[config.mk]
export PLATFORM = sky130hd
export DESIGN_NAME = seg_scan_ctrl
export DESIGN_NICKNAME = d
export VERILOG_FILES = /design/src/rtl/seg_scan_ctrl.sv
export SDC_FILE = /design/constraint.sdc
export NUM_CORES = 1
export LEC_CHECK = 0
export BUFFER_PORTS_ARGS = -buffer_cell sky130_fd_sc_hd__buf_2
export CORE_MARGIN = 4
export CORE_UTILIZATION = 40
export DETAILED_ROUTE_END_ITERATION = 8
export PLACE_DENSITY = 0.66
export SYNTH_ARGS = -nofsm -noshare
export SYNTH_HDL_FRONTEND = slang
export SYNTH_SLANG_ARGS = --single-unit
[constraint.sdc]
create_clock -name clk50m -period 3.01 [get_ports clk50m]
set_clock_uncertainty 0.15 [all_clocks]
set_input_delay 0.602 -clock clk50m [delete_from_list [all_inputs] [get_ports clk50m]]
set_output_delay 0.602 -clock clk50m [all_outputs]
set_load 0.02 [all_outputs]
[src/rtl/seg_scan_ctrl.sv]
// Six-digit multiplexed 7-segment scanner with a double-buffered valid/ready load port.
// Optional build macro SEG_LZ_SUPPRESS_EN enables leading-zero suppression on digits 5..1.
module seg_scan_ctrl #(
  parameter int SLOT_CYC  = 50000,
  parameter int BLANK_CYC = 500
) (
  input  logic        clk50m,
  input  logic        rst,
  input  logic        en,
  input  logic        wr_valid,
  input  logic [23:0] wr_data,
  output logic        wr_ready,
  output logic        frame_done,
  output logic [6:0]  seg,
  output logic [5:0]  dig
);

  localparam int CW = (SLOT_CYC > 1) ? $clog2(SLOT_CYC) : 1;
  localparam logic [CW-1:0] CNT_LAST  = CW'(SLOT_CYC - 1);
  localparam logic [CW-1:0] BLANK_END = CW'(BLANK_CYC);

  typedef enum logic {
    BUF_EMPTY = 1'b0,
    BUF_FULL  = 1'b1
  } buf_state_t;

  logic [CW-1:0] cnt;
  logic [2:0]    idx;
  logic [23:0]   active;
  logic [23:0]   pending;
  buf_state_t    buf_state;
  buf_state_t    buf_state_nxt;
  logic          boundary;
  logic          take;
  logic          commit;
  logic [3:0]    nib;
  logic          lz_blank;
  logic [6:0]    seg_nxt;
  logic [5:0]    dig_nxt;

  function automatic logic [6:0] seg_decode(input logic [3:0] code);
    logic [6:0] s;
    case (code)
      4'h0:    s = 7'h3f;
      4'h1:    s = 7'h06;
      4'h2:    s = 7'h5b;
      4'h3:    s = 7'h4f;
      4'h4:    s = 7'h66;
      4'h5:    s = 7'h6d;
      4'h6:    s = 7'h7d;
      4'h7:    s = 7'h07;
      4'h8:    s = 7'h7f;
      4'h9:    s = 7'h6f;
      4'ha:    s = 7'h77;
      4'hb:    s = 7'h7c;
      4'hc:    s = 7'h39;
      4'hd:    s = 7'h5e;
      4'he:    s = 7'h79;
      default: s = 7'h00;
    endcase
    return s;
  endfunction

  // The frame boundary only exists while scanning is enabled.
  assign boundary = en && (cnt == CNT_LAST) && (idx == 3'd5);

  // Slot counter and digit index.
  always_ff @(posedge clk50m or posedge rst) begin
    if (rst) begin
      cnt <= '0;
      idx <= '0;
    end else if (en) begin
      if (cnt == CNT_LAST) begin
        cnt <= '0;
        idx <= (idx == 3'd5) ? 3'd0 : idx + 3'd1;
      end else begin
        cnt <= cnt + CW'(1);
      end
    end
  end

  // Load buffer FSM: state register.
  always_ff @(posedge clk50m or posedge rst) begin
    if (rst) buf_state <= BUF_EMPTY;
    else     buf_state <= buf_state_nxt;
  end

  // Load buffer FSM: next state.
  always_comb begin
    buf_state_nxt = buf_state;
    case (buf_state)
      BUF_EMPTY: if (take)     buf_state_nxt = BUF_FULL;
      BUF_FULL:  if (boundary) buf_state_nxt = BUF_EMPTY;
      default:                 buf_state_nxt = BUF_EMPTY;
    endcase
  end

  // Load buffer FSM: outputs. wr_ready is a pure decode of the state flop.
  always_comb begin
    wr_ready = (buf_state == BUF_EMPTY);
    take     = wr_valid && (buf_state == BUF_EMPTY);
    commit   = boundary && (buf_state == BUF_FULL);
  end

  always_ff @(posedge clk50m or posedge rst) begin
    if (rst) begin
      pending <= '0;
      active  <= '0;
    end else begin
      if (take)   pending <= wr_data;
      if (commit) active  <= pending;
    end
  end

  always_comb begin
    case (idx)
      3'd0:    nib = active[3:0];
      3'd1:    nib = active[7:4];
      3'd2:    nib = active[11:8];
      3'd3:    nib = active[15:12];
      3'd4:    nib = active[19:16];
      3'd5:    nib = active[23:20];
      default: nib = 4'h0;
    endcase
  end

`ifdef SEG_LZ_SUPPRESS_EN
  // Blank this digit when it and every more significant digit are zero.
  assign lz_blank = (idx != 3'd0) && ((active >> {idx, 2'b00}) == 24'd0);
`else
  assign lz_blank = 1'b0;
`endif

  always_comb begin
    seg_nxt = 7'h00;
    dig_nxt = 6'b111111;
    if (en && (cnt >= BLANK_END)) begin
      dig_nxt = ~(6'b000001 << idx);
      seg_nxt = lz_blank ? 7'h00 : seg_decode(nib);
    end
  end

  always_ff @(posedge clk50m or posedge rst) begin
    if (rst) begin
      seg        <= 7'h00;
      dig        <= 6'b111111;
      frame_done <= 1'b0;
    end else begin
      seg        <= seg_nxt;
      dig        <= dig_nxt;
      frame_done <= boundary;
    end
  end

endmodule

# Word level (Yosys, flattened, before mapping)
# Memories as Yosys holds them, arrays and structs flattened.
# Cells that the tools add are included.
op_classes:
  addsub: 2
  eq_ne: 6
  n_mux: 8
  reduce_logical: 7
  shifts: 1
  magnitude_cmp: 1
  bitwise_logic: 2
ops:
  columns: ["operator", "n"]
  rows:
  - ["$pmux W4 S6", 1]
  - ["$add A16 B1 Y16 const B", 1]
  - ["$eq A16 B16 Y1 const B", 1]
  - ["$ge A16 B9 Y1 const B", 1]
  - ["$mux W16", 1]
  - ["$mux W7", 1]
  - ["$eq A3 B2 Y1 const B", 2]
  - ["$eq A3 B3 Y1 const B", 2]
  - ["$mux W6", 1]
  - ["$not A6 Y6", 1]
  - ["$shl A1 B3 Y6 const A", 1]
  - ["$logic_and A1 B1 Y1", 5]
  - ["$add A3 B1 Y3 const B", 1]
  - ["$eq A3 B1 Y1 const B", 1]
  - ["$logic_not A3 Y1", 1]
  - ["$mux W3", 1]
  - ["$mux W1", 2]
  - ["$pmux W1 S2", 1]
  - ["$reduce_and A2 Y1", 1]
  - ["$not A1 Y1", 1]
word_totals:
  register_bits: 82
  wordCells: 36
  rom_bits: 112
  n_memories: 1
mem_list:
  columns: ["memory", "words", "word_bits", "read_ports", "rd_clocked_by_memory_dff", "wr", "line_no", "rtl"]
  rows:
  - ["(no name shown)", 16, 7, 1, 0, 0, "43", "case (code)"]

# Longest topological paths before layout
# Gate-level depths: netlist of run 1.
depth:
  depth_word: 5
  ltp_mapped: 10
  mapped_depth_nobuf: 8

# Worst setup path before layout of run 1
# OpenSTA, ideal clock, no wires.
synth_timing:
  path_kind: "reg-to-reg"
  startpoint: "register idx[2]"
  endpoint: "register seg[0]"
  period_less_slack_ns: 2.955
  stages_incl_launch_ff: 10
  setup_slack_ns: 0.055
  arrival_time_ns: 2.723
  path_buffers: 2
  setup_ns: 0.082
  required_ns: 2.778
  cell_sequence: "dfrtp_1 clkbuf_1 buf_2 inv_1 ha_1 a2111oi_0 inv_1 ha_1 mux2_2 o22ai_1"
synth_between:
  elab_chain_cells: 4
  word_cells_on_any_way: 9
  cone_classes: "eq/ne: 5; mux: 2; reduce/logical: 1; memory: 1"
synth_rtl:
  columns: ["element", "line_no", "rtl"]
  rows:
  - ["start: declaration", "28", "logic [2:0] idx;"]
  - ["start signal: assignment", "75", "idx <= (idx == 3'd5) ? 3'd0 : idx + 3'd1;"]
  - ["$eq A3 B3 Y1 (tied with other cells)", "116", "case (idx)"]
  - ["$pmux W4 S6 *", "116", null]
  - ["$mem_v2 Z16 W7 *", null, null]
  - ["$mux W7 *", "137", "if (en && (cnt >= BLANK_END)) begin"]
  - ["net seg_nxt[0]", "38", "logic [6:0] seg_nxt;"]
  - ["end signal: assignment", "149", "seg <= seg_nxt;"]
  - ["end: declaration", "14", "output logic [6:0] seg,"]
# Mark *: on every way through the listed nets, which the timed path passes. The rest lies on a longest branch.
# A chain may end at the register's enable or synchronous reset.

# Final worst setup path of run 1
# Ends and elaborated chain as after synthesis.

==> results of run 1 <==
synth_stat cells (2+ instances only):
| library cell | n |
|---|---|
| nor4_1 | 2 |
| nand3b_1 | 3 |
| and2_1 | 3 |
| nand4_1 | 5 |
| and3_1 | 3 |
| nand3_1 | 7 |
| mux2_4 | 19 |
| nor2_1 | 15 |
| mux2_1 | 6 |
| xnor2_1 | 8 |
| o21a_1 | 3 |
| inv_1 | 9 |
| o21ai_0 | 6 |
| o221ai_1 | 2 |
| buf_2 | 4 |
| nand2b_1 | 4 |
| a21oi_1 | 2 |
| nor3_1 | 2 |
| and4_1 | 2 |
| dfrtp_1 | 76 |
| mux2i_1 | 10 |
| dfstp_2 | 6 |
| clkbuf_1 | 8 |
| xor2_1 | 5 |
| o22ai_1 | 4 |
| mux2_2 | 31 |
| nand2_1 | 22 |
| buf_6 | 2 |
| nor4bb_1 | 2 |
| o221a_2 | 2 |
| ha_1 | 9 |
final cells by class:
class / count / area share
Inverter: 9 / 0.007932
Clock buffer: 9 / 0.02805
Timing Repair Buffer: 51 / 0.06572
Multi-Input combinational cell: 193 / 0.3782
Clock inverter: 7 / 0.01728
Tap cell: 129 / 0.03654
Sequential cell: 82 / 0.4663
where the power goes:
group	total, W	internal (W)	switching, W
Sequential	0.00124	0.00117	0.0000694
Clock	0.000807	0.000390	0.000417
Combinational	0.000138	0.0000733	0.0000651
state kept, by name (all words and copies together) (netlist names):
signal / flops
cnt: 16
dig: 6
pending: 24
active: 24
buf_state: 1
idx: 3
seg: 7
frame_done: 1
path summary, 6_finish.rpt:
| path | from | end | slack (ns) |
|---|---|---|---|
| setup / recovery | idx[2] | seg[0] | 0.24 |
| hold / removal | rst | pending[21] | 0.07 |
| setup reg to reg | idx[2] | seg[0] | 0.24 |
| hold reg to reg | active[9] | active[9] | 0.35 |
| max in group asynchronous | rst | dig[5] | 1.96 |
| min in group clk50m | wr_data[22] | pending[22] | 0.31 |
worst max-delay path, stage by stage (launching register included):
cell and delay, ns:
dfrtp_1 0.61, inv_1 0.15, ha_1 0.30, a2111oi_1 0.55, buf_4 0.23, inv_1 0.08, ha_1 0.20, mux2_2 0.27
o22ai_1 0.16
cell families (layout without fill, tap and decap cells):
family / Yosys count / count (layout)
flip-flops: 82 / 82
AND/OR/NAND/NOR: 79 / 79
adder cells (fa/ha/maj): 9 / 9
XOR/XNOR: 13 / 13
multiplexers: 66 / 66
AO/OA/AOI/OAI: 26 / 26
buffers and inverters: 24 / 76
per-stage QoR:
step	cells	setup WS (ns)	instance area, um^2	power (W)	utilization
after floorplan	299	0.05510	3836	0.001347	-
after global placement	464	0.2431	4215	0.001394	0.4540
after detailed placement	464	0.2306	4215	0.001405	0.4540
after CTS	480	0.1852	4415	0.002224	0.4756
after global routing	480	0.06053	4417	0.002303	0.4757
final	480	0.2406	4417	0.002184	0.4757
per-layer routing:
layer / global-route usage / routed length (um) / up-vias
met1: 0.1795 / 3147 / 1157
met3: 0.05222 / 363 / 13
met2: 0.1976 / 3159 / 48
met5: 0 / 0 / -
met4: 0.04810 / 128 / 0
li1: - / - / 1156
==> out/qor.txt, run 1 <==
status: complete, no violations
row count: 35
setup violators final: 0
Hold Crit Class: in -> async
clk root buf: clkbuf_8
# H-tree levels: 3
hold slack: 0.07063 ns
Post-DRT Antenna Nets: 0
Avg WL per Cell: 14.16 um
global route total overflow: 0
Post-synth EDFFs: 0
PD cells: 494.5 mW/mm^2
vias in the first global route: 2411
post-synth cell types: 48
post-CTS setup buffers: 0
setup repair after global routing missed its margin: no
most frequent cells in the layout: dfrtp_1, buf_2, mux2_2
RePlAce Congestion: 0.8115
most common cell after layout, fill and taps aside: dfrtp_1
Clock Path Buffers: 2
drt total wl: 6799 um
ant diodes: 0
drt drc: 0
Synth area leaders: dfrtp_1, mux2_2, mux2_4
largest family of logic cells by synthesized area: multiplexers
Top Ports: 43
FMAX: 361.1 MHz
area share of fa/ha/maj cells after synthesis: 0.02935
total number of vias: 2374
Simple-Gate Fraction of Synth Area: 0.1177
Pleak: 2.155 nW
port bufs: 42
syn avg cell area: 12.83 um^2
initial antenna violation count: 0
Mapped Area: 0.003836 mm^2
startpoint types: register
CP Capture Type: register
worst-skew pair later-pin latency: 0.36 ns
fraction of registers with async set or reset after synthesis: 1.000
crit-path max FO: 10
DRT Pass-1 Iters: 4
Final Hold Viols: 0
CTS tree: done
yosys warns: 0
Layout fillers: 866
largest net degree at the start of global routing: 59
Area Growth Syn to Fin: 15.13%
worst-margin pin slew: 0.5061 ns
R2R depth: 8
post-synth top area cell: dfrtp_1
setup_tns: 0 ns
first-pass GRT wire length: 11840 um
Crit path required time: 3.15 ns
Slew HR: 0.6613
Placeable Area: 0.009284 mm^2
Synth Flop Type: dfrtp_1
#FFs+latches synth: 82
hold bufs inserted after CTS: 0
Die Y-Extent: 105.9 um
synthesized instance count: 299
GRT Total Usage: 0.1340
post-synth top area share: 0.4958
critical path type: reg -> reg
mux share of post-synthesis cell area: 0.2091
Post-DP HPWL: 4848 um
Die X: 105.9 um
MaxCap Viol Count: 0
fin crit period: 2.769 ns
Initial Util: 0.4132
CTS clock-pin slew for the worst setup and hold paths: 0.09 ns
post_cts resized: 0
multi-input logic area: 0.001670 mm^2
register area: 0.002059 mm^2
DR vias/cell: 4.946
Synth Area in Compound Gates: 0.04860
Seq/Total Area, Yosys: 0.5369
layout cells sized above 1: 0.3761
Worst Path Arrival: 2.91 ns
TritonCTS buffer count: 9
sinks on the clock net: 82
final worst-path cycle share: 0.9201
Net Count, Synth: 336
# nets final: 383
xor/xnor share of the synthesized area: 0.02968
Starting DRT DRC Count: 91
max-slew violations: 0
DIE AREA: 0.01122 mm^2
maximum vdd drop: 0.3787 mV
Note: power is estimated with default switching activity, not from simulation.
==> inputs of run 2 (changes only) <==
--- a/config.mk
+++ b/config.mk
@@ -7,9 +7,10 @@
 export LEC_CHECK = 0
 export BUFFER_PORTS_ARGS = -buffer_cell sky130_fd_sc_hd__buf_2
 export CORE_MARGIN = 4
-export CORE_UTILIZATION = 40
+export CORE_UTILIZATION = 52
 export DETAILED_ROUTE_END_ITERATION = 8
-export PLACE_DENSITY = 0.66
+export GPL_TIMING_DRIVEN = 0
+export PLACE_DENSITY = 0.81
 export SYNTH_ARGS = -nofsm -noshare
 export SYNTH_HDL_FRONTEND = slang
 export SYNTH_SLANG_ARGS = --single-unit
==> out/qor.txt, run 2 (synthesis results as in run 1) <==
MaxCap Viol Count: 0 (unchanged)
most common cell after layout, fill and taps aside: dfrtp_1 (unchanged)
Worst Path Arrival: 2.95 ns (was 2.91 ns)
first-pass GRT wire length: 11740 um (was 11840 um)
CP cell instances: buf_2 -> inv_1 -> ha_1 -> a2111oi_4 -> inv_1 -> ha_1 -> mux2_2 -> o22ai_1 (was inv_1 -> ha_1 -> a2111oi_1 -> buf_4 -> inv_1 -> ha_1 -> mux2_2 -> o22ai_1)
maximum vdd drop: 0.3146 mV (was 0.3787 mV)
Top Ports: 43 (unchanged)
crit-path max FO: 10 (unchanged)
sinks on the clock net: 82 (unchanged)
startpoint types: register (unchanged)
max-slew violations: 0 (unchanged)
port bufs: 42 (unchanged)
CTS clock-pin slew for the worst setup and hold paths: 0.08 ns (was 0.09 ns)
Starting DRT DRC Count: 105 (was 91)
PD cells: 494.5 mW/mm^2 (about the same)
Clock Path Buffers: 2 (unchanged)
DIE AREA: 0.008815 mm^2 (was 0.01122 mm^2)
Pleak: 2.159 nW (was 2.155 nW)
Die Y-Extent: 93.89 um (was 105.9 um)
drt total wl: 6976 um (was 6799 um)
setup violators final: 0 (unchanged)
critical path type: reg -> reg (unchanged)
CP Capture Type: register (unchanged)
biggest regs: active (24), pending (24), cnt (16) (unchanged)
setup repair after global routing missed its margin: no (unchanged)
final core utilization: 0.6127 (was 0.4757)
fin crit period: 2.829 ns (was 2.769 ns)
vias in the first global route: 2413 (was 2411)
initial antenna violation count: 0 (unchanged)
Avg WL per Cell: 15.30 um (was 14.16 um)
DR vias/cell: 5.395 (was 4.946)
most frequent cells in the layout: dfrtp_1, buf_2, mux2_2 (unchanged)
Final Hold Viols: 0 (unchanged)
CP max stage cell: a2111oi_4 (was dfrtp_1)
setup_tns: 0 ns (unchanged)
TritonCTS buffer count: 9 (unchanged)
# nets final: 389 (was 383)
worst-skew pair later-pin latency: 0.36 ns (about the same)
Crit path required time: 3.13 ns (was 3.15 ns)
Layout fillers: 610 (was 866)
FMAX: 353.5 MHz (was 361.1 MHz)
Slew HR: 0.4977 (was 0.6613)
DRT Pass-1 Iters: 4 (unchanged)
ant diodes: 0 (unchanged)
# H-tree levels: 3 (unchanged)
global route total overflow: 0 (unchanged)
drt drc: 0 (unchanged)
Placeable Area: 0.007214 mm^2 (was 0.009284 mm^2)
row count: 31 (was 35)
total number of vias: 2460 (was 2374)
GRT Total Usage: 0.1727 (was 0.1340)
Area Growth Syn to Fin: 15.23% (was 15.13%)
layout cells sized above 1: 0.3669 (was 0.3761)
delay of the slowest critical-path stage: 0.51 ns (was 0.61 ns)
largest net degree at the start of global routing: 49 (was 59)
Initial Util: 0.5317 (was 0.4132)
Post-DRT Antenna Nets: 0 (unchanged)
Hold Crit Class: in -> async (unchanged)
RePlAce Congestion: 0.8756 (was 0.8115)
worst-margin pin slew: 0.7534 ns (was 0.5061 ns)
status: complete, no violations (unchanged)
CTS tree: done (unchanged)
Die X: 93.89 um (was 105.9 um)
Post-DP HPWL: 5075 um (was 4848 um)
clk root buf: clkbuf_8 (unchanged)
final worst-path cycle share: 0.9398 (was 0.9201)
==> run 2: cell count changes in the layout (fill, tap and decap cells not counted), moves of 2 or more <==
cell	previous run	this run
buf_6	0	2
buf_2	42	46
buf_4	8	0
clkbuf_1	0	7
==> run 2: area by class of cell <==
type                    instances  area (um^2)  share of cell area
well taps                      99        123.9             0.02802
multi-input cells             193         1690              0.3824
repair buffers                 43        237.7             0.05378
clock inverters                 7        76.32             0.01727
flip-flops and latches         82         2059              0.4659
plain buffers                  14        72.57             0.01642
inverters                       9        36.28            0.008208
clock buffers                   9        123.9             0.02802
==> run 2: metal layers <==
metal / vias up / part of all wire / wire, um / track usage
met5: - / 0 / 0 / 0
met2: 60 / 0.47 / 3313 / 0.2632
met4: 0 / 0.021 / 146 / 0.08063
li1: 1162 / - / - / -
met1: 1226 / 0.46 / 3186 / 0.2376
met3: 12 / 0.047 / 330 / 0.03446
==> run 2: path summary, 6_finish.rpt <==
| path | end | from | slack (ns) | cells after the start |
|---|---|---|---|---|
| hold reg to reg | active[6] | pending[6] | 0.34 | 1 |
| setup reg to reg | seg[0] | idx[2] | 0.18 | 8 |
| hold / removal | pending[19] | rst | 0.10 | 2 |
| min in group clk50m | buf_state | wr_valid | 0.31 | 2 |
| setup / recovery | seg[0] | idx[2] | 0.18 | 8 |
| max in group asynchronous | dig[3] | rst | 1.98 | 3 |
==> run 2: worst max-delay path: cells and delay by family (launching register included) <==
kind                       cells  cell delay (ns)
muxes                          1             0.27
AOI/OAI and AO/OA              2             0.70
buffers and inverters          3             0.59
adders and majority gates      2             0.53
DFF                            1             0.50
==> run 2: per-stage QoR <==
stage	area (um^2)	hold WS [ns]	total power [W]	instances	setup slack (ns)
6_report	4420	0.1020	0.002186	456	0.1811
5_1_grt	4420	0.1344	0.002287	456	0.01483
3_5_place_dp	4200	0.3257	0.001413	441	-0.6684
4_1_cts	4424	0.1082	0.002210	457	0.06947
2_1_floorplan	3836	0.3041	0.001347	299	0.05510
3_3_place_gp	4170	0.3152	0.001390	440	-0.6753
==> run 2: power by group <==
| part | switching, W | internal [W] | total (W) |
|---|---|---|---|
| clock | 0.000409 | 0.000388 | 0.000797 |
| combinational | 0.0000815 | 0.0000786 | 0.000160 |
| sequential | 0.0000595 | 0.00117 | 0.00123 |
| total | 0.000550 | 0.00164 | 0.00219 |
==> run 2: repair_timing <==
action	4_1_cts	5_1_grt
hold buffers	0	0
endpoints found under the setup margin	7	5
buffers inserted	0	0
resized for setup	4	0
hold endpoints to repair	0	0
==> inputs of run 3 (changes only) <==
--- a/config.mk
+++ b/config.mk
@@ -6,6 +6,7 @@
 export NUM_CORES = 1
 export LEC_CHECK = 0
 export BUFFER_PORTS_ARGS = -buffer_cell sky130_fd_sc_hd__buf_2
+export CORE_ASPECT_RATIO = 1.75
 export CORE_MARGIN = 4
 export CORE_UTILIZATION = 52
 export DETAILED_ROUTE_END_ITERATION = 8
==> out/qor.txt, run 3 (synthesis results as in run 1) <==
maximum vdd drop: 0.3013 mV (was 0.3146 mV)
CP cell instances: buf_1 -> and2_1 -> ha_1 -> nand2_1 -> o221ai_1 -> inv_1 -> ha_1 -> o31ai_1 -> a21oi_1 (was buf_2 -> inv_1 -> ha_1 -> a2111oi_4 -> inv_1 -> ha_1 -> mux2_2 -> o22ai_1)
startpoint types: register (unchanged)
drt drc: 0 (unchanged)
drt total wl: 7298 um (was 6976 um)
Layout fillers: 599 (was 610)
final worst-path cycle share: 0.9537 (was 0.9398)
layout cells sized above 1: 0.3631 (was 0.3669)
global route total overflow: 0 (unchanged)
CP Capture Type: register (unchanged)
Seq pwr share: 0.516 (was 0.562)
most frequent cells in the layout: dfrtp_1, buf_2, mux2_2 (unchanged)
Avg WL per Cell: 16.44 um (was 15.30 um)
largest net degree at the start of global routing: 50 (was 49)
DR vias/cell: 5.459 (was 5.395)
Top Ports: 43 (unchanged)
Pleak: 2.194 nW (was 2.159 nW)
Post-DP HPWL: 5277 um (was 5075 um)
GRT Total Usage: 0.1803 (was 0.1727)
Worst Path Arrival: 2.93 ns (was 2.95 ns)
Hold Crit Class: in -> async (unchanged)
crit-path max FO: 10 (unchanged)
worst-skew pair later-pin latency: 0.34 ns (was 0.36 ns)
fin cells: 444 (was 456)
setup repair after global routing missed its margin: no (unchanged)
DIE AREA: 0.008869 mm^2 (was 0.008815 mm^2)
total number of vias: 2424 (was 2460)
DRT Pass-1 Iters: 4 (unchanged)
Die Y-Extent: 121.6 um (was 93.89 um)
Initial Util: 0.5341 (was 0.5317)
delay of the slowest critical-path stage: 0.40 ns (was 0.51 ns)
port bufs: 42 (unchanged)
critical path type: reg -> reg (unchanged)
Starting DRT DRC Count: 98 (was 105)
CTS clock-pin slew for the worst setup and hold paths: 0.06 ns (was 0.08 ns)
# nets final: 390 (was 389)
clock network power share: 0.416 (was 0.365)
CP max stage cell: buf_1 (was a2111oi_4)
final core utilization: 0.6225 (was 0.6127)
max-slew violations: 0 (unchanged)
sinks on the clock net: 82 (unchanged)
switching share of total power: 0.2333 (was 0.2515)
biggest regs: active (24), pending (24), cnt (16) (unchanged)
TritonCTS buffer count: 9 (unchanged)
row count: 41 (was 31)
Clock Path Buffers: 2 (unchanged)
Post-DRT Antenna Nets: 0 (unchanged)
most common cell after layout, fill and taps aside: dfrtp_1 (unchanged)
ant diodes: 0 (unchanged)
Area Growth Syn to Fin: 16.54% (was 15.23%)
RePlAce Congestion: 0.8022 (was 0.8756)
Die X: 72.93 um (was 93.89 um)
cell mode on critical path: ha_1
hold bufs inserted after CTS: 0 (unchanged)
# H-tree levels: 3 (unchanged)
Crit path required time: 3.07 ns (was 3.13 ns)
fin crit period: 2.871 ns (was 2.829 ns)
switching power: 0.0005558 W (was 0.0005498 W)
R2R depth: 9 (was 8)
MaxCap Viol Count: 0 (unchanged)
Cell Area, Placed: 0.004188 mm^2 (was 0.004200 mm^2)
clk root buf: clkbuf_16 (was clkbuf_8)
Placed Instances: 429 (was 441)
internal power: 0.001826 W (was 0.001636 W)
worst-margin pin slew: 0.8186 ns (was 0.7534 ns)
combinational share of power: 0.068 (was 0.073)
FMAX: 348.4 MHz (was 353.5 MHz)
fin area: 0.004471 mm^2 (was 0.004420 mm^2)
Slew HR: 0.4543 (was 0.4977)
CTS tree: done (unchanged)
status: complete, no violations (unchanged)
setup violators final: 0 (unchanged)
PD cells: 532.8 mW/mm^2 (was 494.5 mW/mm^2)
Placeable Area: 0.007182 mm^2 (was 0.007214 mm^2)
Final Hold Viols: 0 (unchanged)
initial antenna violation count: 0 (unchanged)
first-pass GRT wire length: 11880 um (was 11740 um)
vias in the first global route: 2472 (was 2413)
## run 3: cell count changes in the layout (fill, tap and decap cells not counted), moves of 2 or more
| cell | delta |
|---|---|
| clkbuf_16 | +9 |
| clkinv_2 | +2 |
| clkbuf_8 | -8 |
| inv_6 | -2 |
## run 3: metrics by stage
stage / hold WS [ns] / TNS (ns) / power [W] / worst slack [ns]
3_5_place_dp: 0.3358 / -0.6194 / 0.001413 / -0.1568
5_1_grt: 0.1616 / 0 / 0.002481 / 0.05111
2_1_floorplan: 0.3041 / 0 / 0.001347 / 0.05510
3_3_place_gp: 0.3131 / -53.16 / 0.001394 / -0.7405
4_1_cts: 0.1322 / 0 / 0.002410 / 0.08204
6_report: 0.1187 / 0 / 0.002382 / 0.1395
## run 3: area by class of cell
cell class                 count  area [um^2]  area share
sequential                    82         2059      0.4607
multi-input combinational    193         1678      0.3753
clock buffer                  11        242.7     0.05430
timing repair buffer          44        241.5     0.05402
tap                           86        107.6     0.02407
buffer                        14        75.07     0.01679
inverter                       9        36.28    0.008116
clock inverter                 5        30.03    0.006717
## run 3: final timing paths
check,slack (ns),startpoint,to
hold / removal,0.12,rst,pending[4]
min in group clk50m,0.34,wr_data[1],pending[1]
setup reg to reg,0.14,idx[0],seg[6]
setup / recovery,0.14,idx[0],seg[6]
hold reg to reg,0.34,pending[7],active[7]
max in group asynchronous,1.96,rst,dig[5]
## run 3: power by group through the flow
stage	sequential (W)	combinational [W]	clock, W
2_1_floorplan	0.00123	0.000117	0
3_3_place_gp	0.00125	0.000149	0
3_5_place_dp	0.00125	0.000164	0
4_1_cts	0.00123	0.000167	0.00101
5_1_grt	0.00124	0.000184	0.00106
6_report	0.00123	0.000162	0.000991
## run 3: timing repair
action / in CTS / in global routing
endpoints found under the hold margin: 0 / 0
endpoints found under the setup margin: 7 / 4
setup buffers: 0 / 0
gates resized for setup: 3 / 1
## run 3: worst max-delay path: cells and delay by family (launching register included)
family,cells,cell delay [ns]
and+or+nand+nor,2,0.31
AOI/OAI and AO/OA,3,0.63
buffers and inverters,2,0.60
DFF,1,0.39
adders and majority gates,2,0.67
## run 3: metal layers
layer  vias to the layer above  track usage  part of all wire  wire (um)
li1                       1173            -                 -          -
met3                        16      0.02808             0.040        294
met2                        44       0.3032              0.53       3885
met1                      1191       0.2053              0.40       2909
met5                         -            0                 0          0
met4                         0       0.1236             0.029        208
